$ cat src/rtl/inst_fetch_ctrl.sv
// IF-stage fetch sequencer: builds a 32-bit instruction byte by byte from icache or RAM.
// Define IFC_CACHE_EN to enable icache lookup and refill; undefined, every byte comes from RAM.
module inst_fetch_ctrl (
  input  logic        clk,
  input  logic        rst,
  input  logic        rdy,
  input  logic        if_req,
  input  logic [31:0] if_pc,
  input  logic        if_flush,
  output logic        if_busy,
  output logic        inst_valid,
  output logic [31:0] inst,
  output logic [31:0] cache_addr_read,
  input  logic        cache_hit,
  input  logic [7:0]  cache_data,
  output logic        cache_write,
  output logic [31:0] cache_addr_write,
  output logic [7:0]  cache_data_w,
  output logic        bus_req,
  input  logic        bus_gnt,
  output logic [31:0] mem_a,
  input  logic [7:0]  mem_din
);

  typedef enum logic [2:0] {
    S_IDLE,
    S_CHECK,
    S_REQ,
    S_WAIT,
    S_DONE
  } state_t;

  state_t          state_q;
  state_t          state_d;
  logic [1:0]      k_q;
  logic [31:0]     pc_q;
  logic [31:0]     addr;
  logic [31:0]     inst_q;
  logic [3:0][7:0] b_q;
  logic            hit;

  assign addr = pc_q + {30'd0, k_q};

`ifdef IFC_CACHE_EN
  assign hit = cache_hit;
`else
  logic cache_unused;
  assign hit          = 1'b0;
  assign cache_unused = ^{cache_hit, cache_data};
`endif

  assign if_busy = (state_q != S_IDLE);

  always_ff @(posedge clk) begin
    if (rst) begin
      state_q <= S_IDLE;
    end else if (rdy) begin
      state_q <= state_d;
    end
  end

  always_ff @(posedge clk) begin
    if (rst) begin
      k_q    <= 2'd0;
      pc_q   <= 32'd0;
      b_q    <= '0;
      inst_q <= 32'd0;
    end else if (rdy) begin
      unique case (state_q)
        S_IDLE: begin
          if (if_req && !if_flush) begin
            pc_q <= if_pc;
            k_q  <= 2'd0;
          end
        end
        S_CHECK: begin
          if (hit) begin
            b_q[k_q] <= cache_data;
            k_q      <= k_q + 2'd1;
          end
        end
        S_WAIT: begin
          b_q[k_q] <= mem_din;
          k_q      <= k_q + 2'd1;
        end
        S_DONE: inst_q <= b_q;
        default: ;
      endcase
    end
  end

  always_comb begin
    state_d = state_q;
    unique case (state_q)
      S_IDLE: begin
        if (if_req) state_d = S_CHECK;
      end
      S_CHECK: begin
        if (!hit) state_d = S_REQ;
        else if (k_q == 2'd3) state_d = S_DONE;
      end
      S_REQ: begin
        if (bus_gnt) state_d = S_WAIT;
      end
      S_WAIT: begin
        state_d = (k_q == 2'd3) ? S_DONE : S_CHECK;
      end
      S_DONE:  state_d = S_IDLE;
      default: state_d = S_IDLE;
    endcase
    // an abort wins over everything, including a same-cycle request
    if (if_flush) state_d = S_IDLE;
  end

  always_comb begin
    bus_req          = 1'b0;
    mem_a            = 32'd0;
    cache_addr_read  = 32'd0;
    cache_write      = 1'b0;
    cache_addr_write = 32'd0;
    cache_data_w     = 8'd0;
    inst_valid       = 1'b0;
    inst             = inst_q;
    unique case (state_q)
      S_CHECK: begin
`ifdef IFC_CACHE_EN
        cache_addr_read = addr;
`endif
      end
      S_REQ: begin
        bus_req = 1'b1;
        mem_a   = addr;
      end
      S_WAIT: begin
        bus_req = 1'b1;
        mem_a   = addr;
`ifdef IFC_CACHE_EN
        cache_write      = rdy;
        cache_addr_write = addr;
        cache_data_w     = mem_din;
`endif
      end
      S_DONE: begin
        inst_valid = rdy;
        inst       = b_q;
      end
      default: ;
    endcase
  end

endmodule

$ cat config.mk
export PLATFORM = sky130hd
export DESIGN_NAME = inst_fetch_ctrl
export DESIGN_NICKNAME = d
export VERILOG_FILES = /design/src/rtl/inst_fetch_ctrl.sv
export SDC_FILE = /design/constraint.sdc
export NUM_CORES = 1
export LEC_CHECK = 0
export BUFFER_PORTS_ARGS = -buffer_cell sky130_fd_sc_hd__buf_2
export CORE_ASPECT_RATIO = 1.1
export CORE_MARGIN = 5
export CORE_UTILIZATION = 36
export DETAILED_ROUTE_END_ITERATION = 10
export PLACE_DENSITY = 0.59
export SLEW_MARGIN = 10
export SYNTH_ARGS = -nofsm -noshare
export SYNTH_HDL_FRONTEND = slang
export SYNTH_SLANG_ARGS = --single-unit
$ cat constraint.sdc
create_clock -name clk -period 4 [get_ports clk]
set_input_delay 0.8 -clock clk [delete_from_list [all_inputs] [get_ports clk]]
set_output_delay 0.8 -clock clk [all_outputs]
set_load 0.01 [all_outputs]
# [After elaboration in Yosys (flattened, before gate mapping)]
# Cells that the tools add are included.
[classes] n_addsub=2 order_cmp=2 n_eq_ne=8 mux=14 reduce_logical=11
[op_table] op="$mux W32" count=2
[op_table] op="$add A32 B2 Y32" count=1
[op_table] op="$bwmux W32" count=1
[op_table] op="$demux W8 S2" count=1
[op_table] op="$mux W3" count=4
[op_table] op="$pmux W3 S4" count=1
[op_table] op="$reduce_and A3 Y1" count=3
[op_table] op="$mux W8" count=1
[op_table] op="$eq A3 B2 Y1 const B" count=2
[op_table] op="$ne A3 B3 Y1 const B" count=2
[op_table] op="$pmux W2 S2" count=1
[op_table] op="$eq A3 B1 Y1 const B" count=1
[op_table] op="$eq A3 B3 Y1 const B" count=1
[op_table] op="$logic_not A3 Y1" count=1
[op_table] op="$lt A2 B3 Y1 const B" count=1
[op_table] op="$reduce_bool A3 Y1" count=1
[op_table] op="$add A2 B1 Y2 const B" count=1
[op_table] op="$eq A2 B2 Y1 const B" count=1
[op_table] op="$ge A2 B1 Y1 const B" count=1
[op_table] op="$logic_and A1 B1 Y1" count=2
[op_table] op="$mux W1" count=2
[op_table] op="$mux W2" count=1
[op_table] op="$ne A2 B2 Y1 const B" count=1
[op_table] op="$reduce_and A2 Y1" count=1
[op_table] op="other kinds (3)" count=3
[totals] regBits=101 out_inout_bits=140 wordCells=45

# [Longest topological paths before layout]
# Gate-level depths: netlist (run 1).
[logic_depth] ltp_word=5 mapped_depth=7 depth_no_buf=6

# [Least setup slack after synthesis (run 1)]
# No wires, ideal clock.
[synth_timing] path_kind="reg2out" from="reg k_q[0]" to="out mem_a[24]" arrival_ns=2.124 required_time_ns=3.200 path_slack_ns=1.076 stages_incl_launch_ff=8 cell_sequence="dfxtp_1 ha_1 fa_1 nand4_1 or3_1 clkbuf_1 or4_1 a21oi_1"
[synth_between] elab_chain_len=2
[synth_rtl] element="start, declared" line_no="35" source="logic [1:0] k_q;"
[synth_rtl] element="start signal, assigned" line_no="79" source="k_q <= k_q + 2'd1;"
[synth_rtl] element="start signal, assigned" line_no="84" source="k_q <= k_q + 2'd1;"
[synth_rtl] element="$add A32 B2 Y32" line_no="42" source="assign addr = pc_q + {30'd0, k_q};"
[synth_rtl] element="$mux W32" line_no="124" source="unique case (state_q)"
[synth_rtl] element="end, declared" line_no="21" source="output logic [31:0] mem_a,"
# Every way passes these cells.

# [Final worst setup path (run 1)]
[layout_timing] from="reg k_q[1]" to="out mem_a[29]"
# The elaborated chain is that of the path after synthesis.

==> run_results.csv, run 1 <==
group,metric,value,unit
cts,cts-resized-gates,0,
routing,vias,4870,
logic_synthesis,ys_top_cells_by_count,"nand2_1 (181), a21oi_1 (115), dfxtp_1 (101), buf_4 (73), nand3_1 (43)",
cells_and_area,diodes,0,
timing,setup_violations,0,
cts,cts_setup_buffers,0,
min_path,min_path_type,"reg2reg",
timing,fin_setup_tns,0,ns
timing,fin_crit_sh,0.9168,
cts,worst_skew_pair.late_latency,0.34,ns
critical_path,rr_worst_depth,8,
cts,cts_tree,"done",
timing,max_freq,272.7,MHz
routing,avgViaCountPerCell,4.855,
critical_path,critPathKind,"reg2out",
critical_path,cp_max_fo,18,
timing,relSlewSlack,0.4355,
logic_synthesis,syn_area,0.005458,sq mm
timing,finalHoldViolCount,0,
logic_synthesis,seq_area_frac_synth,0.3705,
power,leakage,2.408,nW
place,port_buffers,112,
logic_synthesis,synthTopCellsByArea,"dfxtp_1 (37%), nand2_1 (12%), a21oi_1 (11%)",
global_route,antenna_found_initial,0,
logic_synthesis,ys_seq_elements,101,
routing,wl_met3,971,microns
timing,fin_skew,0.005615,ns
place,dpl-instance-area,0.005899,sq mm
logic_synthesis,avgSynthCellArea,7.601,sq um
routing,ant_nets,0,
timing,fin_ws,0.3328,ns
floorplanning,die_area,0.01773,sq mm
timing,rsz0062_at_grt,"no",
global_route,grt_pass1_wl,22540,microns
power,p_per_area,319.8,mW/mm^2
routing,wl_per_cell,14.37,microns
floorplanning,die_h,139.1,microns
logic_synthesis,synth_top_area_cell,"dfxtp_1",
floorplanning,boundaryPins,195,
cells_and_area,post-route-util,0.4113,
min_path,worstHoldPathCells,2,
power,ir_drop,0.2588,mV
logic_synthesis,synth.distinct_cells,44,
logic_synthesis,synthCells,718,
place,dpl_worst_slack,0.7009,ns
cts,root_buffer,"clkbuf_16",
place,dp_hpwl,10190,microns
routing,route.met2.wl,7026,microns
logic_synthesis,postSynth.asyncResetShare,0,
cts,clock_path_buffers,2,
critical_path,required,3.20,ns
critical_path,cp-start-kind,"flop",
cells_and_area,final_cell_area,0.006167,sq mm
global_route,grt_usage,0.1545,
routing,first_pass_iters,5,
logic_synthesis,yosysWarnings,0,
routing,drt_iter0_drc,372,
timing,tightest_slew,0.8467,ns
routing,wl_met1,6296,microns
status,status,"completed",
cts,cts_made_buffers,9,
logic_synthesis,synth_ff_type,"dfxtp_1",
floorplanning,initial_utilization,0.3640,
logic_synthesis,synth_enable_flop_cells,0,
logic_synthesis,synth_most_common_cell,"nand2_1",
cts,cts_htree_levels,3,
cells_and_area,layout-drive-gt1-share,0.2107,
routing,drc,0,
flow_run,drv_cap,0,
cts,numClockSinks,101,
critical_path,crit_path_end_kind,"primary output",
global_route,grt_pass1_vias,4295,
cts,holdBufCountCts,0,
cts,path_clk_slew,0.07,ns
critical_path,cp.arrival,2.87,ns
global_route,grt_overflow,0,
global_route,grt_max_degree,60,
cells_and_area,syn2layout_area_growth,13.00,%
routing,top_layer_used,"met4",
floorplanning,coreArea,0.01500,sq mm
place,gp_congestion,0.8881,
logic_synthesis,synth.top_cell.area_share,0.3705,
timing,min_period,3.667,ns
routing,drt_wl_total,14410,microns
cells_and_area,fin_nets,866,
floorplanning,die_w,127.4,microns
timing,drv_slew,0,
floorplanning,rows,47,
==> cell usage in the layout, fill, tap and decap left out, types with 6 or more instances in the layout <==
cell / count
xnor2_1: 6
buf_2: 112
inv_1: 7
nand3_1: 43
o31ai_1: 11
dfxtp_1: 101
mux2_2: 32
or3_1: 6
conb_1: 73
and4_1: 6
nor2_1: 17
clkbuf_16: 9
nand4_1: 10
buf_4: 8
or4_1: 11
ha_1: 6
a21oi_1: 115
nand2_1: 181
==> layer usage <==
layer / up-vias / GRT usage
met2: 165 / 0.2523
met1: 2222 / 0.2048
met4: 0 / 0.04178
met3: 13 / 0.03544
met5: - / 0
li1: 2470 / -
==> worst max-delay path, stage by stage (launching register included) <==
cell	delay, ns
dfxtp_1	0.37
ha_1	0.30
a21oi_1	0.15
or4_1	0.78
or4_1	0.55
a21oi_1	0.19
buf_2	0.17
==> path summary, 6_finish.rpt <==
kind | from | end | slack, ns
worst max register to register | state_q[2]$_SDFFE_PP0P_ | inst_q[19]$_SDFFE_PP0P_ | 1.82
worst max-delay path | k_q[1]$_SDFFE_PP0P_ | mem_a[29] | 0.33
worst min register to register | inst_q[22]$_SDFFE_PP0P_ | inst_q[22]$_SDFFE_PP0P_ | 0.45
worst min-delay path | inst_q[22]$_SDFFE_PP0P_ | inst_q[22]$_SDFFE_PP0P_ | 0.45
==> state kept, by name (all words and copies together), names as in the netlist <==
| register | cells |
|---|---|
| b_q | 32 |
| state_q | 3 |
| pc_q | 32 |
| inst_q | 32 |
| k_q | 2 |
==> cells by family after synthesis <==
family	share of synthesized area
simple gates	0.2499
compound gates	0.1350
buf+inv	0.1373
flops	0.3705
mux	0.07153
xor+xnor	0.01765
fa+ha+maj	0.01742
other cells	0.0006871
==> cell type report <==
| class | instances | area (sq um) |
|---|---|---|
| multi-input cells | 563 | 2962 |
| clock inverters | 5 | 42.54 |
| inverters | 8 | 30.03 |
| well taps | 196 | 245.2 |
| flip-flops and latches | 101 | 2022 |
| clock buffers | 9 | 225.2 |
| fillers | 1621 | 8828 |
| repair buffers | 121 | 640.6 |
==> where the power goes <==
part	switching, mW	leakage [nW]	internal, mW
logic	0.0870	1.46	0.0347
registers	0.0159	0.815	1.02
clock network	0.395	0.129	0.424
total	0.497	2.41	1.48
==> stage by stage <==
step | total power, mW | cells | hold WS [ns]
after floorplan | 1.180 | 790 | 0.4338
after global placement | 1.175 | 989 | 0.4392
after detailed placement | 1.176 | 989 | 0.4477
after CTS | 2.007 | 1003 | 0.4576
after global routing | 2.063 | 1003 | 0.4806
final | 1.973 | 1003 | 0.4539
No activity file was read; power rests on OpenSTA's default activity.
==> run 2: changes to the inputs <==
--- a/config.mk
+++ b/config.mk
@@ -6,11 +6,13 @@
 export NUM_CORES = 1
 export LEC_CHECK = 0
 export BUFFER_PORTS_ARGS = -buffer_cell sky130_fd_sc_hd__buf_2
+export CELL_PAD_IN_SITES_DETAIL_PLACEMENT = 0
+export CELL_PAD_IN_SITES_GLOBAL_PLACEMENT = 1
 export CORE_ASPECT_RATIO = 1.1
 export CORE_MARGIN = 5
-export CORE_UTILIZATION = 36
+export CORE_UTILIZATION = 30
 export DETAILED_ROUTE_END_ITERATION = 10
-export PLACE_DENSITY = 0.59
+export PLACE_DENSITY = 0.68
 export SLEW_MARGIN = 10
 export SYNTH_ARGS = -nofsm -noshare
 export SYNTH_HDL_FRONTEND = slang
==> run 2 against run 1 <==
  * Non-clock buffer count did not move
  * Register-to-register slack lost 0.03 ns
  * Clock power rose by 4.5%
  * Die area is 18% higher
  * Critical endpoint is now mem_a[31]
  * Combinational power hardly changed
  * Routed wire length rose by 5.9%
==> run_results.csv, run 2 (synthesis gave the netlist of run 1 again) <==
group,metric,value,unit
cts,clock_path_buffers,2,
place,gp_congestion,0.7998,
critical_path,cp_max_fo,18,
global_route,grt_overflow,0,
floorplanning,die_h,151.5,microns
global_route,grt_pass1_wl,24430,microns
timing,relSlewSlack,0.4875,
routing,drc,0,
floorplanning,coreArea,0.01780,sq mm
cts,cts-resized-gates,0,
power,leakage,2.416,nW
power,intPower,1.495,mW
cells_and_area,layout-drive-gt1-share,0.2116,
cts,cts_setup_buffers,0,
floorplanning,die_w,138.6,microns
routing,wl_per_cell,14.59,microns
cts,root_buffer,"clkbuf_16",
cts,path_clk_slew,0.07,ns
global_route,grt_usage,0.1429,
timing,setup_violations,0,
critical_path,rr_worst_depth,8,
cells_and_area,diodes,0,
floorplanning,boundaryPins,195,
timing,drv_slew,0,
global_route,antenna_found_initial,0,
power,finalPower,2.011,mW
critical_path,crit_path_max_incr_delay,0.78,ns
critical_path,timing.critical_path.buf_inv,1,
global_route,grt_max_degree,67,
cells_and_area,syn2layout_area_growth,14.21,%
critical_path,r2r_end,"inst_q[6]$_SDFFE_PP0P_",
timing,tightest_slew,0.7687,ns
critical_path,cp-start-kind,"flop",
critical_path,rrSetupSlack,1.79,ns
place,dp_hpwl,10780,microns
min_path,min_path_type,"reg2reg",
critical_path,cp.arrival,2.87,ns
cells_and_area,layout_commonest_cell,"nand2_1",
timing,finalHoldViolCount,0,
cts,cts_htree_levels,3,
cells_and_area,post-route-util,0.3501,
cells_and_area,top_regs,"b_q: 32 flops, inst_q: 32 flops, pc_q: 32 flops",
power,power_frac_comb,0.061,
cts,numClockSinks,101,
status,status,"completed",
timing,rsz0062_at_grt,"no",
routing,avgViaCountPerCell,4.637,
power,ir_drop,0.2071,mV
cts,holdBufCountCts,0,
timing,min_period,3.672,ns
cts,cts_tree,"done",
routing,first_pass_iters,4,
routing,drt_iter0_drc,276,
critical_path,required,3.20,ns
flow_run,drv_cap,0,
cts,cts_made_buffers,9,
timing,fin_crit_sh,0.9179,
critical_path,critPathTopFamily,"simple AND/OR/NAND/NOR gates",
floorplanning,rows,51,
power,power_switching,0.5169,mW
cells_and_area,fin_nets,866,
timing,max_freq,272.4,MHz
power,swShare,0.2570,
timing,fin_skew,0.005250,ns
critical_path,reg2reg_from,"state_q[2]$_SDFFE_PP0P_",
routing,vias,4850,
min_path,hold_start,"inst_q[28]$_SDFFE_PP0P_",
critical_path,worstSetupStartpoint,"k_q[1]$_SDFFE_PP0P_",
routing,drt_wl_total,15260,microns
power,p_per_area,322.7,mW/mm^2
power,clockPowerShare,0.426,
floorplanning,initial_utilization,0.3066,
critical_path,worstPathCellList,"ha_1 > a21oi_1 > or4_1 > or4_1 > a21oi_1 > buf_2",
power,p_seq_frac,0.513,
critical_path,cp-endpoint,"mem_a[31]",
routing,ant_nets,0,
critical_path,cp.depth,6,
critical_path,cp_slowest_cell,"or4_1",
cells_and_area,layout_common_cells,"nand2_1 (181), a21oi_1 (115), buf_2 (112), dfxtp_1 (101), conb_1 (73)",
critical_path,critPathKind,"reg2out",
global_route,grt_pass1_vias,4720,
place,port_buffers,112,
cts,worst_skew_pair.late_latency,0.35,ns
timing,fin_setup_tns,0,ns
cells_and_area,num-fill-cells,1952,
floorplanning,die_area,0.02099,sq mm
critical_path,crit_path_end_kind,"primary output",
run 2: worst min path at each step:
stage | end | slack (ns) | depth (start not counted)
floorplan | inst_q[0]$_SDFFE_PP0P_ | 0.43 | 2
global placement | inst_q[10]$_SDFFE_PP0P_ | 0.44 | 2
detailed placement | inst_q[19]$_SDFFE_PP0P_ | 0.44 | 2
CTS | inst_q[28]$_SDFFE_PP0P_ | 0.45 | 2
global route | inst_q[28]$_SDFFE_PP0P_ | 0.46 | 2
finish | inst_q[28]$_SDFFE_PP0P_ | 0.45 | 2
run 2: cell type report:
| class | instances | area, sq um | area share |
|---|---|---|---|
| multi-input cells | 563 | 2962 | 0.4751 |
| flip-flops and latches | 101 | 2022 | 0.3244 |
| repair buffers | 121 | 640.6 | 0.1028 |
| well taps | 238 | 297.8 | 0.04777 |
| clock buffers | 10 | 239.0 | 0.03834 |
| clock inverters | 5 | 42.54 | 0.006825 |
| inverters | 8 | 30.03 | 0.004817 |
run 2: layer usage:
layer | GRT usage | vias up | part of all wire
met2 | 0.2395 | 142 | 0.47
met4 | 0.02520 | 0 | 0.0064
met5 | 0 | - | 0
li1 | - | 2471 | -
met3 | 0.04802 | 8 | 0.065
met1 | 0.1824 | 2229 | 0.45
run 2: power groups by stage:
| stage | Clock, mW | Sequential (mW) | Combinational [mW] |
|---|---|---|---|
| after global placement | 0 | 1.05 | 0.123 |
| after detailed placement | 0 | 1.06 | 0.123 |
| after floorplan | 0 | 1.05 | 0.129 |
| final | 0.856 | 1.03 | 0.124 |
| after global routing | 0.924 | 1.03 | 0.139 |
| after CTS | 0.889 | 1.03 | 0.123 |
run 2: through the flow:
stage                     std cells  instance area [sq um]  worst slack [ns]  hold slack [ns]
after CTS                      1046                   6233            0.2982           0.4546
after global placement         1031                   5952            0.7018           0.4397
final                          1046                   6233            0.3284           0.4511
after floorplan                 790                   5728             1.076           0.4338
after detailed placement       1031                   5952            0.6971           0.4444
after global routing           1046                   6233            0.1893           0.4646
run 2: worst reg2reg max path: stages, from the launching register on:
cell and delay (ns):
dfxtp_1 0.43, nor3b_2 0.20, buf_4 0.43, nand2_1 0.11, buf_4 0.26, inv_1 0.14
buf_4 0.35, nand2_1 0.11, a21oi_1 0.13
==> run 3: changes to the inputs <==
--- a/config.mk
+++ b/config.mk
@@ -5,6 +5,7 @@
 export SDC_FILE = /design/constraint.sdc
 export NUM_CORES = 1
 export LEC_CHECK = 0
+export ABC_AREA = 1
 export BUFFER_PORTS_ARGS = -buffer_cell sky130_fd_sc_hd__buf_2
 export CELL_PAD_IN_SITES_DETAIL_PLACEMENT = 0
 export CELL_PAD_IN_SITES_GLOBAL_PLACEMENT = 1
@@ -12,7 +13,7 @@
 export CORE_MARGIN = 5
 export CORE_UTILIZATION = 30
 export DETAILED_ROUTE_END_ITERATION = 10
-export PLACE_DENSITY = 0.68
+export PLACE_DENSITY = 0.7
 export SLEW_MARGIN = 10
 export SYNTH_ARGS = -nofsm -noshare
 export SYNTH_HDL_FRONTEND = slang
==> run 3 against run 2 <==
  * Global-route usage rose by 0.33 points
  * Critical path type unchanged
  * Critical endpoint is now mem_a[13]
  * Die area is 2.8% higher
  * Via count rose by 6.8%
  * Non-clock buffer count is 3 lower
==> run_results.csv, run 3 <==
group,metric,value,unit
logic_synthesis,yosysWarnings,0,
status,status,"completed",
cells_and_area,diodes,0,
timing,tightest_slew,0.9238,ns
routing,wl_met3,871,microns
floorplanning,boundaryPins,195,
floorplanning,die_h,153.6,microns
min_path,hold_path_end,"b_q[28]$_SDFFE_PP0P_",
critical_path,required,3.20,ns
critical_path,r2r_end,"inst_q[7]$_SDFFE_PP0P_",
power,ir_drop,0.2308,mV
floorplanning,die_area,0.02159,sq mm
critical_path,worstPathCellList,"ha_1 > nand3_1 > nand2_1 > nand2_1 > nor2_1 > o21ai_0 > a21oi_1 > buf_2",
global_route,grt_pass1_vias,4970,
cells_and_area,top_regs,"b_q: 32 flops, inst_q: 32 flops, pc_q: 32 flops",
routing,wl_met1,6874,microns
cells_and_area,fin_nets,1001,
floorplanning,initial_utilization,0.3054,
routing,wl_per_cell,13.46,microns
power,p_per_area,339.9,mW/mm^2
critical_path,cp-start-kind,"flop",
logic_synthesis,ys_seq_elements,101,
cells_and_area,layout_common_cells,"nand2_1 (203), a21oi_1 (113), buf_2 (112), dfxtp_1 (101), inv_1 (85)",
place,dp_hpwl,11680,microns
critical_path,cp.depth,8,
timing,hold_slack,0.4540,ns
place,gp_congestion,0.8878,
cells_and_area,layout_commonest_cell,"nand2_1",
timing,drv_slew,0,
critical_path,crit_path_max_incr_delay,0.43,ns
cts,cts_tree,"done",
global_route,grt_pass1_wl,25510,microns
timing,max_freq,309.8,MHz
routing,ant_nets,0,
cts,holdBufCountCts,0,
cts,cts_made_buffers,9,
flow_run,drv_cap,0,
routing,top_layer_used,"met4",
logic_synthesis,seq_area_frac_synth,0.3595,
critical_path,crit_path_end_kind,"primary output",
logic_synthesis,synth_most_common_cell,"nand2_1",
power,leakage,2.563,nW
critical_path,rrSetupSlack,1.97,ns
routing,route.met2.wl,7894,microns
logic_synthesis,synth_enable_flop_cells,0,
critical_path,cp_slowest_cell,"nor2_1",
logic_synthesis,synth_top_area_cell,"dfxtp_1",
logic_synthesis,synth_ff_type,"dfxtp_1",
routing,drt_iter0_drc,314,
critical_path,critPathTopFamily,"simple AND/OR/NAND/NOR gates",
logic_synthesis,ys_top_cells_by_count,"nand2_1 (204), a21oi_1 (113), dfxtp_1 (101), inv_1 (85), nor2_1 (75)",
cts,worst_skew_pair.late_latency,0.35,ns
cts,path_clk_slew,0.07,ns
cts,cts-resized-gates,0,
timing,fin_skew,0.007297,ns
cts,numClockSinks,101,
logic_synthesis,postSynth.asyncResetShare,0,
global_route,grt_overflow,0,
cells_and_area,post-route-util,0.3468,
logic_synthesis,synth.top_cell.area_share,0.3595,
cts,root_buffer,"clkbuf_16",
timing,finalHoldViolCount,0,
routing,drt_wl_total,15980,microns
critical_path,cp.arrival,2.43,ns
routing,first_pass_iters,5,
critical_path,crit_path_frequent_cell,"nand2_1",
place,dpl_worst_slack,1.147,ns
global_route,grt_max_degree,67,
cells_and_area,multi_input_area,0.002798,sq mm
global_route,antenna_found_initial,0,
logic_synthesis,synth.distinct_cells,27,
min_path,hold_start,"b_q[28]$_SDFFE_PP0P_",
cells_and_area,syn2layout_area_growth,13.53,%
logic_synthesis,synthCells,849,
timing,fin_ws,0.7716,ns
timing,fin_crit_sh,0.8071,
cts,clock_path_buffers,2,
global_route,grt_usage,0.1461,
min_path,min_path_type,"reg2reg",
timing,min_period,3.228,ns
floorplanning,rows,52,
cts,cts_htree_levels,3,
min_path,worstHoldPathCells,2,
critical_path,rr_worst_depth,6,
routing,drc,0,
power,finalPower,2.170,mW
critical_path,cp_max_fo,7,
cells_and_area,num-fill-cells,2100,
critical_path,timing.critical_path.buf_inv,1,
timing,relSlewSlack,0.3820,
cts,cts_setup_buffers,0,
cells_and_area,layout-drive-gt1-share,0.1568,
floorplanning,die_w,140.6,microns
place,port_buffers,112,
cells_and_area,area.sequential,0.002022,sq mm
floorplanning,coreArea,0.01841,sq mm
logic_synthesis,synthTopCellsByArea,"dfxtp_1 (36%), nand2_1 (14%), a21oi_1 (10%)",
logic_synthesis,syn_area,0.005624,sq mm
timing,fin_setup_tns,0,ns
timing,setup_violations,0,
routing,avgViaCountPerCell,4.363,
routing,vias,5179,
critical_path,critPathKind,"reg2out",
timing,rsz0062_at_grt,"no",
critical_path,reg2reg_from,"state_q[1]$_SDFFE_PP0P_",
logic_synthesis,avgSynthCellArea,6.624,sq um
run 3: cell count changes in the layout (fill, tap and decap cells not counted), moves of 22 or more:
cell,change
inv_1,+78
mux2_2,-32
nand2_1,+22
nor2_1,+58
o21ai_0,+43
o21ai_1,+61
run 3: area by class of cell:
| class | count | share of cell area |
|---|---|---|
| clock buffers | 9 | 0.03527 |
| repair buffers | 118 | 0.09485 |
| inverters | 87 | 0.05232 |
| multi-input cells | 622 | 0.4382 |
| well taps | 243 | 0.04762 |
| flip-flops and latches | 101 | 0.3167 |
| clock inverters | 7 | 0.01509 |
run 3: logic make-up (layout without fill, tap and decap cells):
kind of cell | after synthesis | count (layout) | share of synthesized area
other cells | 1 | 73 | 0.0006668
buf+inv | 198 | 221 | 0.1915
xor+xnor | 3 | 3 | 0.004673
flops | 101 | 101 | 0.3595
compound gates | 224 | 224 | 0.2007
simple gates | 315 | 315 | 0.2260
fa+ha+maj | 7 | 7 | 0.01691
run 3: routing by layer:
layer,vias to the layer above,global-route usage
li1,2741,-
met1,2286,0.1792
met2,132,0.2552
met3,20,0.02796
met4,0,0.05030
met5,-,0
run 3: worst min-delay path: cells and delay by family (launching register included):
kind | cells | cell delay (ns)
buffers and inverters | 1 | 0.06
AOI/OAI and AO/OA | 1 | 0.05
DFF | 1 | 0.30
run 3: worst max-delay path by stage:
| stage | start | end |
|---|---|---|
| after floorplan | k_q[0]$_SDFFE_PP0P_ | mem_a[16] |
| after global placement | k_q[0]$_SDFFE_PP0P_ | mem_a[13] |
| final | k_q[1]$_SDFFE_PP0P_ | mem_a[13] |
| after detailed placement | k_q[1]$_SDFFE_PP0P_ | mem_a[29] |
| after CTS | k_q[1]$_SDFFE_PP0P_ | mem_a[29] |
| after global routing | k_q[0]$_SDFFE_PP0P_ | mem_a[24] |
run 3: power by group:
part | switching [mW] | total, mW | internal [mW]
logic | 0.140 | 0.189 | 0.0496
registers | 0.0202 | 1.04 | 1.02
clock network | 0.434 | 0.936 | 0.502
total | 0.594 | 2.17 | 1.58
run 3: through the flow:
step / instances / cell area (sq um)
2_1_floorplan: 921 / 5894
3_3_place_gp: 1171 / 6063
3_5_place_dp: 1171 / 6063
4_1_cts: 1187 / 6385
5_1_grt: 1187 / 6385
6_report: 1187 / 6385
